## config.mk

```make
export PLATFORM = sky130hd
export DESIGN_NAME = uart_frame_rx_flat
export DESIGN_NICKNAME = d
export VERILOG_FILES = /design/src/rtl/uart_frame_pkg.sv /design/src/rtl/uart_frame_rx_if.sv /design/src/rtl/uart_rx.sv /design/src/rtl/uart_frame_rx.sv /design/src/flat_wrapper.sv
export SDC_FILE = /design/constraint.sdc
export NUM_CORES = 1
export LEC_CHECK = 0
export ABC_CLOCK_PERIOD_IN_PS = 2600
export CAP_MARGIN = 15
export CELL_PAD_IN_SITES_DETAIL_PLACEMENT = 0
export CELL_PAD_IN_SITES_GLOBAL_PLACEMENT = 2
export CORE_MARGIN = 8
export CORE_UTILIZATION = 38
export CTS_CLUSTER_DIAMETER = 60
export DETAILED_ROUTE_END_ITERATION = 16
export PLACE_DENSITY_LB_ADDON = 0.1
export SYNTH_ARGS = -nofsm -noshare
export SYNTH_HDL_FRONTEND = slang
export SYNTH_SLANG_ARGS = --single-unit
```

## constraint.sdc

```tcl
create_clock -name sys_clk -period 2.6 [get_ports sys_clk]
set_clock_uncertainty 0.05 [all_clocks]
set_input_delay 0.52 -clock sys_clk [delete_from_list [all_inputs] [get_ports sys_clk]]
set_output_delay 0.52 -clock sys_clk [all_outputs]
set_load 0.05 [all_outputs]
```

## src/rtl/uart_frame_pkg.sv

```systemverilog
// Shared constants and types for the framed UART receiver.
package uart_frame_pkg;

  localparam logic [7:0] FRAME_H0 = 8'h55;
  localparam logic [7:0] FRAME_H1 = 8'hAA;

  typedef enum logic [2:0] {
    StIdle,
    StHdr1,
    StLen,
    StData,
    StChk
  } frame_state_e;

  localparam logic [1:0] ERR_NONE = 2'd0;
  localparam logic [1:0] ERR_LEN  = 2'd1;
  localparam logic [1:0] ERR_CHK  = 2'd2;
  localparam logic [1:0] ERR_TMO  = 2'd3;

endpackage

```

## src/rtl/uart_frame_rx_if.sv

```systemverilog
// Frame delivery bundle: payload, length, good/abort pulses and abort cause.
interface uart_frame_rx_if #(
  parameter int unsigned MAX_LEN = 8
);
  logic [MAX_LEN*8-1:0] frame_data;
  logic [7:0]           frame_len;
  logic                 frame_vld;
  logic                 frame_err;
  logic [1:0]           err_code;

  modport master (
    output frame_data,
    output frame_len,
    output frame_vld,
    output frame_err,
    output err_code
  );

  modport slave (
    input frame_data,
    input frame_len,
    input frame_vld,
    input frame_err,
    input err_code
  );
endinterface

```

## src/rtl/uart_rx.sv

```systemverilog
// Single-byte UART receiver, 8N1, LSB first; pulses uart_rx_done mid stop bit.
module uart_rx #(
  parameter int unsigned BPS     = 9600,
  parameter int unsigned CLK_FRE = 50_000_000
) (
  input  logic       sys_clk,
  input  logic       sys_rst_n,
  input  logic       uart_rxd,
  output logic       uart_rx_done,
  output logic [7:0] uart_rx_data
);
  localparam int unsigned BitClks = CLK_FRE / BPS;
  localparam int unsigned CntW    = $clog2(BitClks);

  typedef enum logic [1:0] {RxIdle, RxStart, RxData, RxStop} rx_state_e;

  rx_state_e       state_q, state_d;
  logic [CntW-1:0] clk_cnt_q, clk_cnt_d;
  logic [2:0]      bit_cnt_q, bit_cnt_d;
  logic [7:0]      shift_q, shift_d, data_q, data_d;
  logic            done_q, done_d;
  logic            rxd_meta_q, rxd_sync_q, rxd_prev_q;
  logic            bit_end, bit_mid;

  assign bit_end = (clk_cnt_q == CntW'(BitClks - 1));
  assign bit_mid = (clk_cnt_q == CntW'(BitClks / 2 - 1));

  always_comb begin
    state_d   = state_q;
    clk_cnt_d = clk_cnt_q + 1'b1;
    bit_cnt_d = bit_cnt_q;
    shift_d   = shift_q;
    data_d    = data_q;
    done_d    = 1'b0;
    unique case (state_q)
      RxIdle: begin
        clk_cnt_d = '0;
        if (rxd_prev_q && !rxd_sync_q) state_d = RxStart;
      end
      RxStart: begin
        if (bit_end) begin
          clk_cnt_d = '0;
          bit_cnt_d = 3'd0;
          state_d   = RxData;
        end
      end
      RxData: begin
        if (bit_mid) shift_d = {rxd_sync_q, shift_q[7:1]};
        if (bit_end) begin
          clk_cnt_d = '0;
          bit_cnt_d = bit_cnt_q + 3'd1;
          if (bit_cnt_q == 3'd7) state_d = RxStop;
        end
      end
      RxStop: begin
        // Return to idle mid stop bit so a back-to-back start edge is not missed.
        if (bit_mid) begin
          done_d  = 1'b1;
          data_d  = shift_q;
          state_d = RxIdle;
        end
      end
      default: state_d = RxIdle;
    endcase
  end

  always_ff @(posedge sys_clk or negedge sys_rst_n) begin
    if (!sys_rst_n) begin
      state_q    <= RxIdle;
      clk_cnt_q  <= '0;
      bit_cnt_q  <= '0;
      shift_q    <= '0;
      data_q     <= '0;
      done_q     <= 1'b0;
      rxd_meta_q <= 1'b1;
      rxd_sync_q <= 1'b1;
      rxd_prev_q <= 1'b1;
    end else begin
      state_q    <= state_d;
      clk_cnt_q  <= clk_cnt_d;
      bit_cnt_q  <= bit_cnt_d;
      shift_q    <= shift_d;
      data_q     <= data_d;
      done_q     <= done_d;
      rxd_meta_q <= uart_rxd;
      rxd_sync_q <= rxd_meta_q;
      rxd_prev_q <= rxd_sync_q;
    end
  end

  assign uart_rx_done = done_q;
  assign uart_rx_data = data_q;

endmodule

```

## src/rtl/uart_frame_rx.sv

```systemverilog
// Framed UART receiver: 55 AA LEN payload CHK, with resync, length, checksum
// and inter-byte timeout checking.
module uart_frame_rx
  import uart_frame_pkg::*;
#(
  parameter int unsigned MAX_LEN      = 8,
  parameter int unsigned BPS          = 9600,
  parameter int unsigned CLK_FRE      = 50_000_000,
  parameter int unsigned TIMEOUT_CLKS = 30 * (CLK_FRE / BPS)
) (
  input  logic            sys_clk,
  input  logic            sys_rst_n,
  input  logic            uart_rxd,
  uart_frame_rx_if.master frame_if
);
  localparam int unsigned CntW = $clog2(TIMEOUT_CLKS);

  logic       rx_done;
  logic [7:0] rx_data;

  uart_rx #(
    .BPS     (BPS),
    .CLK_FRE (CLK_FRE)
  ) u_uart_rx (
    .sys_clk      (sys_clk),
    .sys_rst_n    (sys_rst_n),
    .uart_rxd     (uart_rxd),
    .uart_rx_done (rx_done),
    .uart_rx_data (rx_data)
  );

  frame_state_e          state_q, state_d;
  logic [7:0]            len_q, len_d, sum_q, sum_d, idx_q, idx_d, flen_q, flen_d;
  logic [MAX_LEN-1:0][7:0] shadow_q, shadow_d, data_q, data_d;
  logic                  vld_q, vld_d, err_q, err_d;
  logic [1:0]            code_q, code_d;
  logic [CntW-1:0]       tmo_cnt_q, tmo_cnt_d;
  logic                  tmo;

  always_comb begin
    // Fire one clock early so the abort pulse lands as the counter hits its limit.
    tmo       = (state_q != StIdle) && !rx_done &&
                (tmo_cnt_q == CntW'(TIMEOUT_CLKS - 2));
    tmo_cnt_d = (state_q == StIdle || rx_done) ? '0 : tmo_cnt_q + 1'b1;
    state_d   = state_q;
    len_d     = len_q;
    sum_d     = sum_q;
    idx_d     = idx_q;
    shadow_d  = shadow_q;
    data_d    = data_q;
    flen_d    = flen_q;
    code_d    = code_q;
    vld_d     = 1'b0;
    err_d     = 1'b0;
    if (tmo) begin
      state_d = StIdle;
      err_d   = 1'b1;
      code_d  = ERR_TMO;
    end else if (rx_done) begin
      unique case (state_q)
        StIdle: if (rx_data == FRAME_H0) state_d = StHdr1;
        StHdr1: begin
          if (rx_data == FRAME_H1)      state_d = StLen;
          else if (rx_data != FRAME_H0) state_d = StIdle;
        end
        StLen: begin
          if (rx_data == 8'd0 || rx_data > 8'(MAX_LEN)) begin
            state_d = StIdle;
            err_d   = 1'b1;
            code_d  = ERR_LEN;
          end else begin
            len_d    = rx_data;
            sum_d    = rx_data;
            shadow_d = '0;
            idx_d    = 8'd0;
            state_d  = StData;
          end
        end
        StData: begin
          for (int i = 0; i < int'(MAX_LEN); i++) begin
            if (idx_q == 8'(i)) shadow_d[i] = rx_data;
          end
          sum_d = sum_q + rx_data;
          idx_d = idx_q + 8'd1;
          if (idx_q == len_q - 8'd1) state_d = StChk;
        end
        StChk: begin
          if (rx_data == sum_q) begin
            data_d = shadow_q;
            flen_d = len_q;
            vld_d  = 1'b1;
          end else begin
            err_d  = 1'b1;
            code_d = ERR_CHK;
          end
          state_d = StIdle;
        end
        default: state_d = StIdle;
      endcase
    end
  end

  always_ff @(posedge sys_clk or negedge sys_rst_n) begin
    if (!sys_rst_n) begin
      state_q   <= StIdle;
      len_q     <= '0;
      sum_q     <= '0;
      idx_q     <= '0;
      shadow_q  <= '0;
      data_q    <= '0;
      flen_q    <= '0;
      code_q    <= ERR_NONE;
      vld_q     <= 1'b0;
      err_q     <= 1'b0;
      tmo_cnt_q <= '0;
    end else begin
      state_q   <= state_d;
      len_q     <= len_d;
      sum_q     <= sum_d;
      idx_q     <= idx_d;
      shadow_q  <= shadow_d;
      data_q    <= data_d;
      flen_q    <= flen_d;
      code_q    <= code_d;
      vld_q     <= vld_d;
      err_q     <= err_d;
      tmo_cnt_q <= tmo_cnt_d;
    end
  end

  assign frame_if.frame_data = data_q;
  assign frame_if.frame_len  = flen_q;
  assign frame_if.frame_vld  = vld_q;
  assign frame_if.frame_err  = err_q;
  assign frame_if.err_code   = code_q;

endmodule

```

## src/flat_wrapper.sv

```systemverilog
// flat-port wrapper written by rule: the top's interface ports become plain ports
module uart_frame_rx_flat import uart_frame_pkg::*;
#(
  parameter int unsigned MAX_LEN      = 8,
  parameter int unsigned BPS          = 9600,
  parameter int unsigned CLK_FRE      = 50_000_000,
  parameter int unsigned TIMEOUT_CLKS = 30 * (CLK_FRE / BPS)
)
  (sys_clk, sys_rst_n, uart_rxd, frame_if_frame_data, frame_if_frame_len, frame_if_frame_vld, frame_if_frame_err, frame_if_err_code);
  uart_frame_rx_if #(.MAX_LEN(MAX_LEN)) frame_if_i ();
  input  logic sys_clk;
  input  logic sys_rst_n;
  input  logic uart_rxd;
  output wire logic [$bits(frame_if_i.frame_data)-1:0] frame_if_frame_data;
  output wire logic [$bits(frame_if_i.frame_len)-1:0] frame_if_frame_len;
  output wire logic [$bits(frame_if_i.frame_vld)-1:0] frame_if_frame_vld;
  output wire logic [$bits(frame_if_i.frame_err)-1:0] frame_if_frame_err;
  output wire logic [$bits(frame_if_i.err_code)-1:0] frame_if_err_code;
  assign frame_if_frame_data = frame_if_i.frame_data;
  assign frame_if_frame_len = frame_if_i.frame_len;
  assign frame_if_frame_vld = frame_if_i.frame_vld;
  assign frame_if_frame_err = frame_if_i.frame_err;
  assign frame_if_err_code = frame_if_i.err_code;
  uart_frame_rx #(.MAX_LEN(MAX_LEN), .BPS(BPS), .CLK_FRE(CLK_FRE), .TIMEOUT_CLKS(TIMEOUT_CLKS)) u_core (.sys_clk(sys_clk), .sys_rst_n(sys_rst_n), .uart_rxd(uart_rxd), .frame_if(frame_if_i));
endmodule
```

==> metrics list <==
- In the final layout, the multi-input gates occupy ~4100 um^2.
* Hold Crit Depth: 0
* Kind of critical path: register to register
- Worst hold slack after final layout: 0.3106 ns
- The synthesized design contains around 220 register bits.
* Horiz. Die Dim: between 150 and 200 um
- For this run, design rule violations remaining after detail routing come to 0.
- The net count of the finished layout is 1,085.
- The synthesized design devotes to its leading area cell type 55.28% of total area.
* Crit. End Element: register
* Total instance count after detailed placement: 1,365
* Cells on worst reg2reg path: 6
- Critical Path AT: about 2.8 ns
* Overflow left after global routing: 0
- By area the synthesized netlist is led by sky130_fd_sc_hd__dfrtp_1 55%, sky130_fd_sc_hd__nand2_1 9.8%, sky130_fd_sc_hd__mux2_2 9.3%.
* Residual antenna-violating net count after detailed routing: 0
* Reg-to-Reg Start: u_core.len_q[0]
* Number of sinks on the clock net: around 220
- Setup slack on the worst flop-to-flop path: 0.13 ns
* Filler Cells Inserted: approximately 2,400
- Cell count after synthesis: roughly 950
* Cell-by-cell listing of the critical path: or4_4 -> or4_1 -> o311a_1 -> a32oi_2 -> nand2_1 -> mux2_4
- In the finished design, the share of the clock period the worst path needs comes to about 95%.
- H-tree depth: 1
* Num CTS Buffers: 27
* Leakage power: around 6 nW
* Final standard cell count with taps included and fillers excluded: roughly 1,400
- Routability-driven placement finished with a final weighted congestion of just under 0.8.
- Ant. Diodes: 0
- Die Outline Area: between 30,000 and 40,000 um^2
- Counting both buffers and inverters, the worst setup path holds a total of 0.
* Routed len/inst: about 16 um
- HPWL reported at the end of detailed placement: approximately 16 mm
* Element type at the critical path start: register
- Die outline height: roughly 180 um
* Number of antenna violations at the first check in global routing: 0
- The area growth from synthesis to layout is 23.53%.
* Crit path max-delay family: simple AND/OR/NAND/NOR gates
- Count of flip-flops with a built-in enable after synthesis: 0
* Placeable Area: 25,910 um^2
* Count of endpoints failing setup in the final report: 0
- Among all cell types in the netlist, the one instantiated most often is sky130_fd_sc_hd__nand2_1.
* Fin crit period: approximately 2.5 ns
* Share of cells above drive strength 1: a little under a fifth
- Setup repair after global routing left no endpoint under its margin.
* Number of max-cap violations: 0
* FMAX: roughly 400 MHz
- Sequential element share of the synthesized area: roughly 56%
* Cell area power density: roughly 630 nW/um^2
* Required time worst endpoint: between 2 and 3 ns
- The largest single stage delay on the critical path is 0.54 ns.
- Register area: 5584 um^2
- The routed layout has 6,925 vias.
- IR Drop Worst-Case VDD: about 0.00050 V
- After floorplanning, the core was divided into between 50 and 60 placement rows.
* Largest area contributor in the netlist: sky130_fd_sc_hd__dfrtp_1
- Via count of the first global-routing pass: between 7,000 and 8,000
* GRT Util Overall: roughly 15%
- Max Slew Vio Count: 0
* Post-detailed-route via-to-cell ratio: just under 5
- In the synthesized netlist the async set-or-reset flop fraction comes to 100.0%.
- Overall power: between 7 and 8 mW
- The count of buffers added on input and output ports is 78.
* Run status: finished clean
- During synthesis, Yosys emitted a total of 0 warnings.
- Along the worst path, the maximum fanout reaches 5.
- Root Driver: sky130_fd_sc_hd__clkbuf_16
* Effective utilization at floorplan: 38.44%
- Capture endpoint of the worst hold path: u_core.u_uart_rx.rxd_sync_q
- Accumulated negative setup slack: 0 ns
* Number of ports placed on the die boundary: 79
- Among all stages on the critical path, the largest delay is contributed by sky130_fd_sc_hd__or4_4.
* Worst reg2reg endpoint: u_core.state_q[1]
- Clock latency at the later pin of the worst-skew pair: ~0.53 ns
- After the first detailed-routing iteration, the DRC count stood at ~360.
- Type of the worst min-delay path: register to register
- In this run, post-CTS repair resized a total of 0 instances.
- In this run, distinct cell masters in the synthesized netlist total 70.
- List of most frequent post-synthesis cells: 259 x sky130_fd_sc_hd__nand2_1, 220 x sky130_fd_sc_hd__dfrtp_1, 82 x sky130_fd_sc_hd__mux2_2, 59 x sky130_fd_sc_hd__nor2_1, 35 x sky130_fd_sc_hd__clkbuf_1
- Top FF cell, synth: sky130_fd_sc_hd__dfrtp_1
- Headroom to the max-slew limit came out at ~58%.
* Hold Violations, Final: 0
* Post-synth design cell area: around 10000 um^2
* Startpoint of the lowest-slack hold path: u_core.u_uart_rx.rxd_meta_q
* Number of buffers inserted by post-CTS setup repair: 0
- At the pin with the least slew margin, the transition time is 0.6307 ns.
- The clock passes through at most 3 buffers.
- Mean cell area of the mapped netlist: around 11 um^2
- Final WL: ~23 mm
- Clock-pin slew of the registers on the worst-case setup and hold paths: around 0.060 ns
- Counting every net in the synthesized netlist gives approximately 970.
* Number of search-and-repair iterations in the first detailed-routing pass: 7
- Maximum number of pins on one net before global-route repair: just over 80
- The first global-routing pass estimated around 39 mm of wire.
- TritonCTS built the clock tree.
kinds of logic (layout without fill, tap and decap cells):
group | Yosys count | after routing | share of synthesized area [%]
and+or+nand+nor | 440 | 440 | 20.28
muxes | 89 | 89 | 10.03
DFF | 223 | 223 | 56.07
AOI/OAI and AO/OA | 67 | 67 | 4.536
adders and majority gates | 22 | 22 | 2.839
xor gates and xnor gates | 42 | 42 | 3.694
buffers and inverters | 64 | 197 | 2.563
where the power goes:
group | leakage [nW] | total (mW) | internal [mW] | switching (mW)
registers | 3.10 | 3.58 | 3.53 | 0.0457
logic | 2.47 | 0.454 | 0.178 | 0.276
clock network | 0.447 | 3.73 | 2.27 | 1.46
worst max-delay path by stage:
stage | startpoint | to | depth (start not counted)
3_3_place_gp | u_core.u_uart_rx.uart_rx_data[6] | u_core.shadow_q[4] | 5
5_1_grt | u_core.u_uart_rx.uart_rx_data[6] | u_core.shadow_q[7] | 5
3_5_place_dp | u_core.u_uart_rx.uart_rx_data[6] | u_core.shadow_q[1] | 5
4_1_cts | u_core.u_uart_rx.uart_rx_data[6] | u_core.shadow_q[7] | 5
6_report | u_core.len_q[0] | u_core.state_q[1] | 6
2_1_floorplan | u_core.len_q[0] | u_core.state_q[1] | 6
sequential cells by signal, indices dropped and copies added (netlist names):
register                       flops
u_core.frame_if.err_code           2
u_core.frame_if.frame_data        64
u_core.frame_if.frame_err          1
u_core.frame_if.frame_len          8
u_core.frame_if.frame_vld          1
u_core.idx_q                       8
u_core.len_q                       8
u_core.shadow_q                   64
u_core.state_q                     3
u_core.sum_q                       8
u_core.tmo_cnt_q                  18
u_core.u_uart_rx.bit_cnt_q         3
u_core.u_uart_rx.clk_cnt_q        13
u_core.u_uart_rx.rxd_meta_q        1
u_core.u_uart_rx.rxd_prev_q        1
u_core.u_uart_rx.rxd_sync_q        1
u_core.u_uart_rx.shift_q           8
u_core.u_uart_rx.state_q           2
u_core.u_uart_rx.uart_rx_data      8
u_core.u_uart_rx.uart_rx_done      1
placed cells by master, fill, tap and decap left out, types with 9 or more instances in the layout:
cell,n
sky130_fd_sc_hd__nor2_1,59
sky130_fd_sc_hd__and3_1,15
sky130_fd_sc_hd__inv_1,20
sky130_fd_sc_hd__ha_1,21
sky130_fd_sc_hd__dfrtp_1,220
sky130_fd_sc_hd__nand3_1,14
sky130_fd_sc_hd__nand2_1,259
sky130_fd_sc_hd__nor3_1,14
sky130_fd_sc_hd__o21ai_0,22
sky130_fd_sc_hd__xor2_1,15
sky130_fd_sc_hd__xnor2_1,27
sky130_fd_sc_hd__buf_4,45
sky130_fd_sc_hd__clkbuf_16,27
sky130_fd_sc_hd__nand4_1,9
sky130_fd_sc_hd__clkdlybuf4s50_1,77
sky130_fd_sc_hd__a21oi_1,16
sky130_fd_sc_hd__mux2_2,82
cell type report:
type,count,share of cell area [%]
repair buffers,127,9.702
flip-flops and latches,223,45.39
clock buffers,35,6.224
clock inverters,14,1.109
well taps,335,3.407
multi-input cells,660,33.53
inverters,21,0.6407
worst reg2reg max path, cell delays in order, from the launching register on:
cell	delay, ns
sky130_fd_sc_hd__dfrtp_1	0.43
sky130_fd_sc_hd__or4_4	0.54
sky130_fd_sc_hd__or4_1	0.54
sky130_fd_sc_hd__o311a_1	0.15
sky130_fd_sc_hd__a32oi_2	0.25
sky130_fd_sc_hd__nand2_1	0.10
sky130_fd_sc_hd__mux2_4	0.30
routing by layer:
metal,GRT usage [%],up-vias,wire [um]
met5,0,-,0
met3,2.489,35,1064
met4,3.300,0,388
met2,25.00,107,10990
li1,-,3410,-
met1,20.39,3373,10900
per-stage QoR:
stage,utilization (%),worst slack (ns),instance area [um^2]
5_1_grt,47.48,0.02752,12300
2_1_floorplan,-,0.3011,9960
6_report,47.48,0.1283,12300
3_3_place_gp,43.96,0.1740,11390
4_1_cts,47.48,0.1334,12300
3_5_place_dp,43.96,0.1475,11390
repair_timing:
| item | CTS | global route |
|---|---|---|
| endpoints found under the hold margin | 67 | 0 |
| setup endpoints to repair | 0 | 0 |
| hold buffers | 1 | 0 |
(Power assumes the default switching activity.)
